`config.mk`:
```
export PLATFORM = sky130hd
export DESIGN_NAME = uart_master
export DESIGN_NICKNAME = d
export VERILOG_FILES = /design/src/rtl/uart_pkg.sv /design/src/rtl/uart_baud_tick.sv /design/src/rtl/uart_master.sv
export SDC_FILE = /design/constraint.sdc
export NUM_CORES = 1
export LEC_CHECK = 0
export BUFFER_PORTS_ARGS = -buffer_cell sky130_fd_sc_hd__buf_2
export CAP_MARGIN = 0
export CELL_PAD_IN_SITES_DETAIL_PLACEMENT = 0
export CELL_PAD_IN_SITES_GLOBAL_PLACEMENT = 2
export CORE_MARGIN = 5
export CORE_UTILIZATION = 33
export DETAILED_ROUTE_END_ITERATION = 10
export GPL_TIMING_DRIVEN = 0
export PLACE_DENSITY = 0.77
export RECOVER_POWER = 25
export SYNTH_ARGS = -nofsm -noshare
export SYNTH_HDL_FRONTEND = slang
export SYNTH_SLANG_ARGS = --single-unit
```
`constraint.sdc`:
```
create_clock -name clk -period 2.55 [get_ports clk]
set_clock_uncertainty 0.05 [all_clocks]
set_input_delay 0.3825 -clock clk [delete_from_list [all_inputs] [get_ports clk]]
set_output_delay 0.3825 -clock clk [all_outputs]
set_load 0.1 [all_outputs]
```
`src/rtl/uart_pkg.sv`:
```
// Shared definitions for the UART transmit path: FSM state codes, line idle level, parity helper.
// Latency: n/a (constants and a pure function only).
// Backpressure: n/a.
// Contents: IDLE/START/DATA/PARITY/STOP state encodings, LINE_IDLE, MAX_DATA_W, even_parity().
package uart_pkg;

  localparam logic [2:0] IDLE   = 3'b000;
  localparam logic [2:0] START  = 3'b001;
  localparam logic [2:0] DATA   = 3'b010;
  localparam logic [2:0] PARITY = 3'b011;
  localparam logic [2:0] STOP   = 3'b100;

  // Level the serial line rests at between frames.
  localparam logic LINE_IDLE = 1'b1;

  // Widest data word a frame may carry; callers zero-extend into this width.
  localparam int MAX_DATA_W = 16;

  // Even parity: the returned bit makes the total count of ones (data + parity) even.
  // Zero-extension does not change the result.
  function automatic logic even_parity(input logic [MAX_DATA_W-1:0] d);
    return ^d;
  endfunction

endpackage

```
`src/rtl/uart_baud_tick.sv`:
```
// Bit-period timer: pulses bit_tick on the last clk cycle of every CLKS_PER_BIT-cycle bit slot.
// Latency: first tick CLKS_PER_BIT cycles after restart; then one tick every CLKS_PER_BIT cycles.
// Backpressure: none; free-running, realigned by restart.
// Ports: clk, rst (sync, active high), restart (realign to a new bit slot), bit_tick (combinational from the counter).
module uart_baud_tick #(
  parameter int CLKS_PER_BIT = 1
) (
  input  logic clk,
  input  logic rst,
  input  logic restart,
  output logic bit_tick
);

  localparam int CW = (CLKS_PER_BIT > 1) ? $clog2(CLKS_PER_BIT) : 1;
  localparam logic [CW-1:0] LAST = CW'(CLKS_PER_BIT - 1);

  logic [CW-1:0] cnt;

  // At CLKS_PER_BIT=1 the counter is pinned at 0 and every cycle is a tick.
  always_ff @(posedge clk) begin
    if (rst || restart) begin
      cnt <= '0;
    end else if (cnt == LAST) begin
      cnt <= '0;
    end else begin
      cnt <= cnt + 1'b1;
    end
  end

  assign bit_tick = (cnt == LAST);

endmodule

```
`src/rtl/uart_master.sv`:
```
// UART transmitter: serialises one word per valid/ready handshake as start, LSB-first data, [even parity], stop bit(s).
// Latency: start bit on u_tx right after the handshake edge; u_tx_done pulses F*CLKS_PER_BIT edges after the handshake.
// Backpressure: tx_ready is high only in IDLE; tx_valid without tx_ready is ignored and the bus must hold its data.
// Ports: clk, rst (sync, active high), tx_data/tx_valid/tx_ready (bus side),
//        u_tx (serial line, idle high), busy (frame in flight), u_tx_done (one-cycle end-of-frame pulse).
// Build option: define UART_TX_PARITY_EN to insert the even-parity bit between data and stop.
module uart_master
  import uart_pkg::*;
#(
  parameter int DATA_W       = 8,
  parameter int CLKS_PER_BIT = 1,
  parameter int STOP_BITS    = 1
) (
  input  logic              clk,
  input  logic              rst,
  input  logic [DATA_W-1:0] tx_data,
  input  logic              tx_valid,
  output logic              tx_ready,
  output logic              u_tx,
  output logic              busy,
  output logic              u_tx_done
);

  localparam int IW = (DATA_W > 1) ? $clog2(DATA_W) : 1;
  localparam logic [IW-1:0] LAST_IDX = IW'(DATA_W - 1);
  localparam logic LAST_STOP = (STOP_BITS == 2);

  logic [2:0]        state;
  logic [DATA_W-1:0] shreg;
  logic [DATA_W-1:0] shreg_nxt;
  logic [IW-1:0]     bit_idx;
  logic              stop_idx;
  logic              bit_tick;
  logic              hs;
`ifdef UART_TX_PARITY_EN
  logic              par_bit;
`endif

  assign hs = tx_valid && tx_ready;

  // The data bit due next sits at bit 0 of the shifted register, so the
  // line value is registered together with the state change.
  assign shreg_nxt = shreg >> 1;

  uart_baud_tick #(
    .CLKS_PER_BIT (CLKS_PER_BIT)
  ) u_baud (
    .clk      (clk),
    .rst      (rst),
    .restart  (hs),
    .bit_tick (bit_tick)
  );

  always_ff @(posedge clk) begin
    if (rst) begin
      state     <= IDLE;
      u_tx      <= LINE_IDLE;
      tx_ready  <= 1'b0;
      busy      <= 1'b0;
      u_tx_done <= 1'b0;
      shreg     <= '0;
      bit_idx   <= '0;
      stop_idx  <= 1'b0;
`ifdef UART_TX_PARITY_EN
      par_bit   <= 1'b0;
`endif
    end else begin
      u_tx_done <= 1'b0;
      case (state)
        IDLE: begin
          u_tx     <= LINE_IDLE;
          tx_ready <= 1'b1;
          busy     <= 1'b0;
          if (hs) begin
            shreg    <= tx_data;
`ifdef UART_TX_PARITY_EN
            par_bit  <= even_parity(MAX_DATA_W'(tx_data));
`endif
            state    <= START;
            u_tx     <= 1'b0;
            tx_ready <= 1'b0;
            busy     <= 1'b1;
          end
        end

        START: begin
          if (bit_tick) begin
            state   <= DATA;
            u_tx    <= shreg[0];
            bit_idx <= '0;
          end
        end

        DATA: begin
          if (bit_tick) begin
            if (bit_idx == LAST_IDX) begin
`ifdef UART_TX_PARITY_EN
              state    <= PARITY;
              u_tx     <= par_bit;
`else
              state    <= STOP;
              u_tx     <= LINE_IDLE;
              stop_idx <= 1'b0;
`endif
            end else begin
              // bit_idx stops at LAST_IDX; it is only advanced below it.
              bit_idx <= bit_idx + 1'b1;
              shreg   <= shreg_nxt;
              u_tx    <= shreg_nxt[0];
            end
          end
        end

`ifdef UART_TX_PARITY_EN
        PARITY: begin
          if (bit_tick) begin
            state    <= STOP;
            u_tx     <= LINE_IDLE;
            stop_idx <= 1'b0;
          end
        end
`endif

        STOP: begin
          if (bit_tick) begin
            if (stop_idx == LAST_STOP) begin
              state     <= IDLE;
              u_tx      <= LINE_IDLE;
              busy      <= 1'b0;
              tx_ready  <= 1'b1;
              u_tx_done <= 1'b1;
            end else begin
              stop_idx <= 1'b1;
            end
          end
        end

        // Unused encodings (and PARITY when compiled out) fall back to a safe idle line.
        default: begin
          state    <= IDLE;
          u_tx     <= LINE_IDLE;
          tx_ready <= 1'b0;
          busy     <= 1'b0;
        end
      endcase
    end
  end

endmodule

```
; Yosys cells after proc, flatten, opt, wreduce, memory -nomap -nowiden
; Index checks and enable logic that the tools add are counted.
[classes]
add_sub_neg = 2
n_eq_ne = 11
n_mux = 33
bitwise_logic = 3
reduce_logical = 15
[op_table]
columns = operator, n
row1 = $mux 3, 9
row2 = $mux 8, 3
row3 = $pmux 8 s2, 1
row4 = $reduce_and 4->1, 4
row5 = $mux 1, 14
row6 = $ne 2x2->1 const B, 6
row7 = $pmux 3 s4, 1
row8 = $eq 3x3->1 const B, 2
row9 = $pmux 1 s3, 2
row10 = $pmux 3 s2, 1
row11 = $reduce_and 6->1, 1
row12 = $reduce_bool 2->1, 3
row13 = $pmux 1 s4, 1
row14 = $reduce_or 2->1, 2
row15 = $add 3x1->3 const B, 1
row16 = $eq 3x1->1 const B, 1
row17 = $eq 3x2->1 const B, 1
row18 = $logic_not 3->1, 1
row19 = $not 1->1, 3
row20 = $reduce_and 3->1, 1
row21 = $reduce_or 3->1, 1
row22 = $ne 2x1->1 const B, 1
row23 = $pmux 1 s2, 1
row24 = $add 1x1->1 const B, 1
row25 = other kinds (2), 2
[totals]
reg_bits = 20
in_bits = 11
word_cells = 73

; Longest topological paths before layout
; Gate-level depths: netlist of run 1.
[depth]
word_depth = 4
depth_mapped = 7
depth_no_buf = 6

; Cells and area by module
; From an unflattened synthesis of run 1, not the netlist that was laid out.
[hier_totals]
cells_unflattened = 113
hier_area_um2 = 1016.0
[modules_own_cells]
columns = module, n_inst, cells_per_inst, area_each_um2, seq_area_each_um2
row1 = uart_master, 1, 110, 988.4, 360.3
row2 = uart_baud_tick, 1, 3, 27.5, 20.0

; Worst setup path after synthesis of run 1
; OpenSTA, ideal clock, no wires.
[synth_timing]
kind = flip-flop to flip-flop
from = reg tx_ready
to = reg shreg[0]
setup_ps = 79
arrival_ps = 1926
path_slack_ps = 495
path_stages_with_launch = 6
n_path_buf = 1
cell_sequence = dfxtp_1 nand3b_1 a211oi_4 buf_6 nor2_1 a211oi_2
[synth_between]
elab_chain_len = 3
[synth_lines]
columns = element, line_no
row1 = start: declaration, uart_master.sv:18  ; output logic tx_ready,
row2 = start signal: assignment, uart_master.sv:58  ; tx_ready <= 1'b0;
row3 = start signal: assignment, uart_master.sv:72  ; tx_ready <= 1'b1;
row4 = start signal: assignment, uart_master.sv:81  ; tx_ready <= 1'b0;
row5 = $logic_and 1x1->1, uart_master.sv:39  ; assign hs = tx_valid && tx_ready;
row6 = $ne 2x1->1 (no source line), n/a
row7 = $reduce_and 4->1 (no source line), n/a
row8 = end signal: assignment, uart_master.sv:75  ; shreg <= tx_data;
row9 = end signal: assignment, uart_master.sv:108  ; shreg <= shreg_nxt;
row10 = end: declaration, uart_master.sv:29  ; logic [DATA_W-1:0] shreg;
; Every way passes these cells.
; A chain may end at the register's enable or synchronous reset.

; Final worst setup path of run 1
[layout_timing]
from = reg bit_idx[0]
to = reg shreg[5]
[layout_between]
elab_chain_len = 3
[layout_lines]
columns = element, line_no
row1 = start: declaration, uart_master.sv:31  ; logic [IW-1:0] bit_idx;
row2 = start signal: assignment, uart_master.sv:107  ; bit_idx <= bit_idx + 1'b1;
row3 = $eq 3x3->1, uart_master.sv:96  ; if (bit_idx == LAST_IDX) begin
row4 = $ne 2x2->1 (no source line), n/a
row5 = $reduce_and 4->1 (no source line), n/a
; Every way passes these cells.

==> run metrics, run 1 <==
status=completed; initial antenna violation count=0; CP arrival=around 2.3 ns; Synth cell types=34; cts hold-fix bufs=0; Reg-to-Reg End=shreg[5]; number of global-route vias before repair=793; adder-cell share of the synthesized area=0.0388; port buffer count=13; nets=around 140; Tightest Hold Check Type=input port to flop; drt pass-1 iters=4; htree depth=1; Synth Area in Simple Gates=0.206; Die ar.=between 0.004 and 0.005 sq mm; Final Cell Area=between 0.001 and 0.0015 sq mm; placed cell areas=between 0.001 and 0.0015 sq mm; I/O pin count=15; detailed placer's ending HPWL=between 1500 and 2000 um; layout cells sized above 1=0.177; synthesis-stage register bit count=19; Die H=approximately 64 um; total power density per cell area=between 500 and 600 mW/mm^2; final worst path period need=~2.1 ns; CTS resizes=0; Vias/cell=between 5 and 6; Peak Freq=between 400 and 500 MHz; Post-synth top flop=dfxtp_1; r2r setup slk=about 0.47 ns; RSZ-0062 raised after global routing=no; post-route antenna net violation count=0; # setup viols final=0; P_leak=a little over 0.4 nW; worst vdd ir=between 0.2 and 0.3 mV; clock tree sinks=19; crit path from=bit_idx[0]; Finished Layout Cells=155; Post-synth ARST share=0; Synth Instances=~110; most frequent cell after synthesis=dfxtp_1; sequential share of the synthesized area=0.393; gr busiest metal=met2; synth top area cells=dfxtp_1, mux2i_1, nor2_1, a211oi_2, ha_1; Mapped Area=roughly 970 sq um; Final Cycle Share=0.814; R2R Path Start=bit_idx[0]; largest family of logic cells by synthesized area=compound AO/OA/AOI/OAI gates; DR vias=around 810; top post-synthesis cells by count=dfxtp_1, nor2_1, mux2i_1, a21oi_1; Pins Over Slew Limit=0; Starting Density=0.348; die width=approximately 64 um; Max-Cap Viols=0; CTS tree=yes; M3 GR Usage=0.0368; final hold viol count=0; Synth Area in XOR/XNOR=0; Core ar.=0.00278 sq mm; EDFF count, synth=0; syn avg cell area=around 9 sq um; post-synth net total=121; wire per inst=13.5 um; P&R area growth vs syn=13.2%; GRT Total Usage=0.110; GR Overflow Total=0; Setup crit start kind=flop; postcts setup bufs=0; final wirelength=around 2100 um; setup TNS=0 ns; Clock Latency Late Sink=about 0.3 ns; CP endpoint=shreg[5]; Synth area leader=dfxtp_1; area fraction of the dominant cell type after synthesis=0.393; # DRC=0; worst-path fanout max=10; post-synthesis mux area share=0.0828; Row Count=19; Max clock buf depth=2; Setup crit end kind=flop; synth warn=0; global routing usage on met1=0.142; max_slew headroom=0.225; CP Class=flop to flop; first-pass GRT wire length=3600 um; Initial DRC Count=46; worst reg2reg path depth=7; largest net degree at the start of global routing=11; Tightest Pin Transition=approximately 1.2 ns; CTS Buf Count=3; post-synthesis compound-gate area fraction=0.221; Placed Cells=151; ant diodes=0; routability cong.=between 0.7 and 0.8; Worst EP required=between 2 and 3 ns; Root Driver=clkbuf_4; GRT met2 Usage=0.175; Worst-path clk slew=approximately 0.10 ns
-- through the flow --
stage	hold WS, ns	setup WS (ns)	total power [mW]	utilization
global placement	0.414	0.490	0.489	0.385
finish	0.349	0.474	0.634	0.394
floorplan	0.396	0.495	0.458	-
CTS	0.325	0.447	0.647	0.395
global route	0.338	0.320	0.676	0.394
detailed placement	0.419	0.474	0.490	0.385
-- cell usage in the layout, fill, tap and decap left out, types with 2 or more instances in the layout --
master / count
clkbuf_1: 8
nor2_1: 14
dfxtp_1: 19
nand2b_1: 2
a21oi_1: 6
nor4_1: 2
a22oi_1: 3
buf_6: 2
clkbuf_4: 3
a211oi_2: 3
nor2b_1: 3
buf_2: 11
mux2i_1: 8
nor3_1: 3
nand2_1: 5
a2111oi_0: 2
inv_1: 2
ha_1: 3
o21ai_0: 5
a211oi_1: 4
-- cell type report --
cell class | instances | area, sq um
buffer | 8 | 45.0
clock buffer | 4 | 26.3
fill | 292 | 1690
inverter | 2 | 7.51
multi-input combinational | 78 | 534
sequential | 19 | 380
tap | 31 | 38.8
timing repair buffer | 13 | 62.6
-- power breakdown --
part,total (mW),internal (mW),switching [mW],leakage [nW]
logic,0.150,0.0498,0.101,0.243
clock network,0.152,0.0609,0.0910,0.0150
registers,0.331,0.318,0.0129,0.155
-- routing by layer --
layer / share of wire / routed length, um
met1: 0.49 / 1020
met2: 0.46 / 960
met3: 0.043 / 90
met4: 0.0096 / 20
met5: 0 / 0
-- worst min-delay path by stage --
stage	start	endpoint	slack, ns	depth (start not counted)
after floorplan	shreg[7]	shreg[7]	0.40	2
after global placement	shreg[7]	shreg[7]	0.41	2
after detailed placement	shreg[7]	shreg[7]	0.42	2
after CTS	tx_data[7]	shreg[7]	0.32	3
after global routing	tx_data[7]	shreg[7]	0.34	3
final	tx_data[7]	shreg[7]	0.35	3
-- cell families after synthesis --
kind of cell / after synthesis
AOI/OAI and AO/OA: 28
adders and majority gates: 3
buffers and inverters: 10
DFF: 19
muxes: 8
other: 1
and+or+nand+nor: 38
-- sequential cells by signal, indices dropped and copies added (netlist names) --
name / cells
shreg: 8
state: 3
busy: 1
bit_idx: 3
tx_ready: 1
u_baud.cnt: 1
u_tx: 1
u_tx_done: 1
-- worst max-delay path, cell delays in order, from the launching register on --
cell and delay (ns):
dfxtp_1 0.34, ha_1 0.22, ha_1 0.21, or3b_4 0.39
a211oi_4 0.37, buf_6 0.20, nor2_1 0.06, a211oi_2 0.18
Power figures use the tool's default switching activity.
==> inputs of run 2 (changes only) <==
Settings changed: CORE_UTILIZATION 33 to 30, PLACE_DENSITY 0.77 to 0.74.
Clock period 2.55 ns to 1.9 ns, I/O delays scaled along.
==> run 2 against run 1 <==
Compared with the run above:
- the run now ends with setup timing left
- highest routed layer unchanged
- final area grew 8.8%
- largest cell class unchanged
- sequential share of layout area shrank 2.5 points
- clock power grew 38%
- die area grew 8.4%
==> run metrics, run 2 (synthesized netlist as in run 1, its figures left out) <==
WHS Path Cells=3; Die ar.=around 0.0045 sq mm; Initial DRC Count=between 40 and 50; initial antenna violation count=0; Final Cell Area=about 0.0012 sq mm; final wirelength=2280 um; I/O pin count=15; port buffer count=13; routability cong.=approximately 0.81; nets=between 100 and 150; worst vdd ir=about 0.39 mV; slowest cell on the critical path=or3b_4; Core ar.=0.00308 sq mm; ant diodes=0; CTS Buf Count=3; Starting Density=0.314; Peak Freq=just over 500 MHz; CTS tree=yes; Row Count=20; clock tree sinks=19; Largest register FFs=8; CP Class=flop to flop; P_leak=0.447 nW; Crit path largest cell delay=about 0.40 ns; # DRC=0; Tightest Pin Transition=~0.69 ns; layout cells sized above 1=0.297; largest net degree at the start of global routing=11; P&R area growth vs syn=23.2%; most common cell after layout, fill and taps aside=dfxtp_1; Root Driver=clkbuf_4; Max-Cap Viols=0; final worst path period need=1.95 ns; wire per inst=between 10 and 15 um; setup ws final=-0.0509 ns; max_slew headroom=0.530; CP arrival=around 2.1 ns; worst reg2reg path depth=8; CP Cell Sequence=ha_4 -> ha_4 -> or3b_4 -> a211oi_4 -> buf_4 -> buf_6 -> nor2_2 -> a211oi_2; Setup crit start kind=flop; RSZ-0062 raised after global routing=yes; total power density per cell area=~740 mW/mm^2; GRT Total Usage=0.113; r2r setup slk=-0.05 ns; DR vias=approximately 860; GR Overflow Total=0; placed cell areas=between 0.001 and 0.0015 sq mm; Tot Pwr=between 800 and 900 uW; Place WS=-0.163 ns; Tightest Hold Check Type=input port to flop; Reg-to-Reg End=shreg[5]; drt pass-1 iters=4; final hold viol count=0; post-route antenna net violation count=0; detailed placer's ending HPWL=between 1500 and 2000 um; first-pass GRT wire length=~3800 um; status=finished with violations; largest register by flop count=shreg; R2R Path Start=bit_idx[1]; # setup viols final=7; worst-path fanout max=5; Setup crit end kind=flop; Hold WS=0.229 ns; Die H=66.8 um; biggest regs=shreg: 8 flops, bit_idx: 3 flops, state: 3 flops; Worst EP required=approximately 2.1 ns; Max clock buf depth=2; critical path's most frequent cell=ha_4; die width=~67 um; failing checks=setup timing; hold path startpoint=tx_data[7]; Clock Latency Late Sink=approximately 0.3 ns; Worst-path clk slew=~0.11 ns; Vias/cell=4.99; Worst Hold Endpoint=shreg[7]; number of global-route vias before repair=between 800 and 900; Pins Over Slew Limit=0; commonest cells after routing, fill and taps aside=dfxtp_1, buf_2, nor2_1; htree depth=1; Final Cycle Share=1.03; cts hold-fix bufs=0
## run 2: per-layer routing
metal / part of all wire / vias up / routed length [um] / track usage
li1: - / 431 / - / -
met1: 0.45 / 409 / 1030 / 0.132
met2: 0.49 / 16 / 1110 / 0.197
met3: 0.051 / 2 / 115 / 0.0388
met4: 0.0066 / 0 / 15 / 0.0228
met5: 0 / - / 0 / 0
## run 2: repair_timing
action	in CTS	in global routing
pin swaps	9	2
endpoints found under the setup margin	8	13
buffers inserted	3	1
cloned	1	0
endpoints found under the hold margin	0	0
gates resized for setup	10	3
## run 2: critical path: cells and delay by family (launching register included)
kind | cells | cell delay, ns
AO/OA/AOI/OAI | 2 | 0.43
adder cells (fa/ha/maj) | 2 | 0.32
buffers and inverters | 2 | 0.30
flip-flops | 1 | 0.35
AND/OR/NAND/NOR | 2 | 0.44
## run 2: worst max path at each step
stage / from / end / cells after the start
global route: bit_idx[1] / shreg[6] / 8
global placement: bit_idx[0] / shreg[5] / 7
CTS: bit_idx[1] / shreg[3] / 7
detailed placement: bit_idx[0] / shreg[0] / 7
floorplan: bit_idx[0] / shreg[0] / 7
finish: bit_idx[1] / shreg[5] / 8
## run 2: cell type report
| class | instances | area (sq um) |
|---|---|---|
| Buffer | 7 | 41.3 |
| Tap cell | 44 | 55.1 |
| Timing Repair Buffer | 18 | 103 |
| Multi-Input combinational cell | 78 | 574 |
| Fill cell | 349 | 1890 |
| Clock buffer | 4 | 26.3 |
| Inverter | 2 | 7.51 |
| Sequential cell | 19 | 384 |
## run 2: power breakdown
group	total [mW]	leakage, nW	internal (mW)	switching [mW]
Clock	0.210	0.0150	0.0817	0.128
Sequential	0.451	0.157	0.428	0.0226
Combinational	0.218	0.276	0.0792	0.139
Total	0.879	0.447	0.589	0.290
## run 2: per-stage QoR
stage / instances / setup TNS (ns) / util
2_1_floorplan: 107 / 0 / -
3_3_place_gp: 164 / -0.569 / 0.354
3_5_place_dp: 164 / -0.766 / 0.354
4_1_cts: 172 / -0.241 / 0.383
5_1_grt: 172 / -0.835 / 0.387
6_report: 172 / -0.224 / 0.387
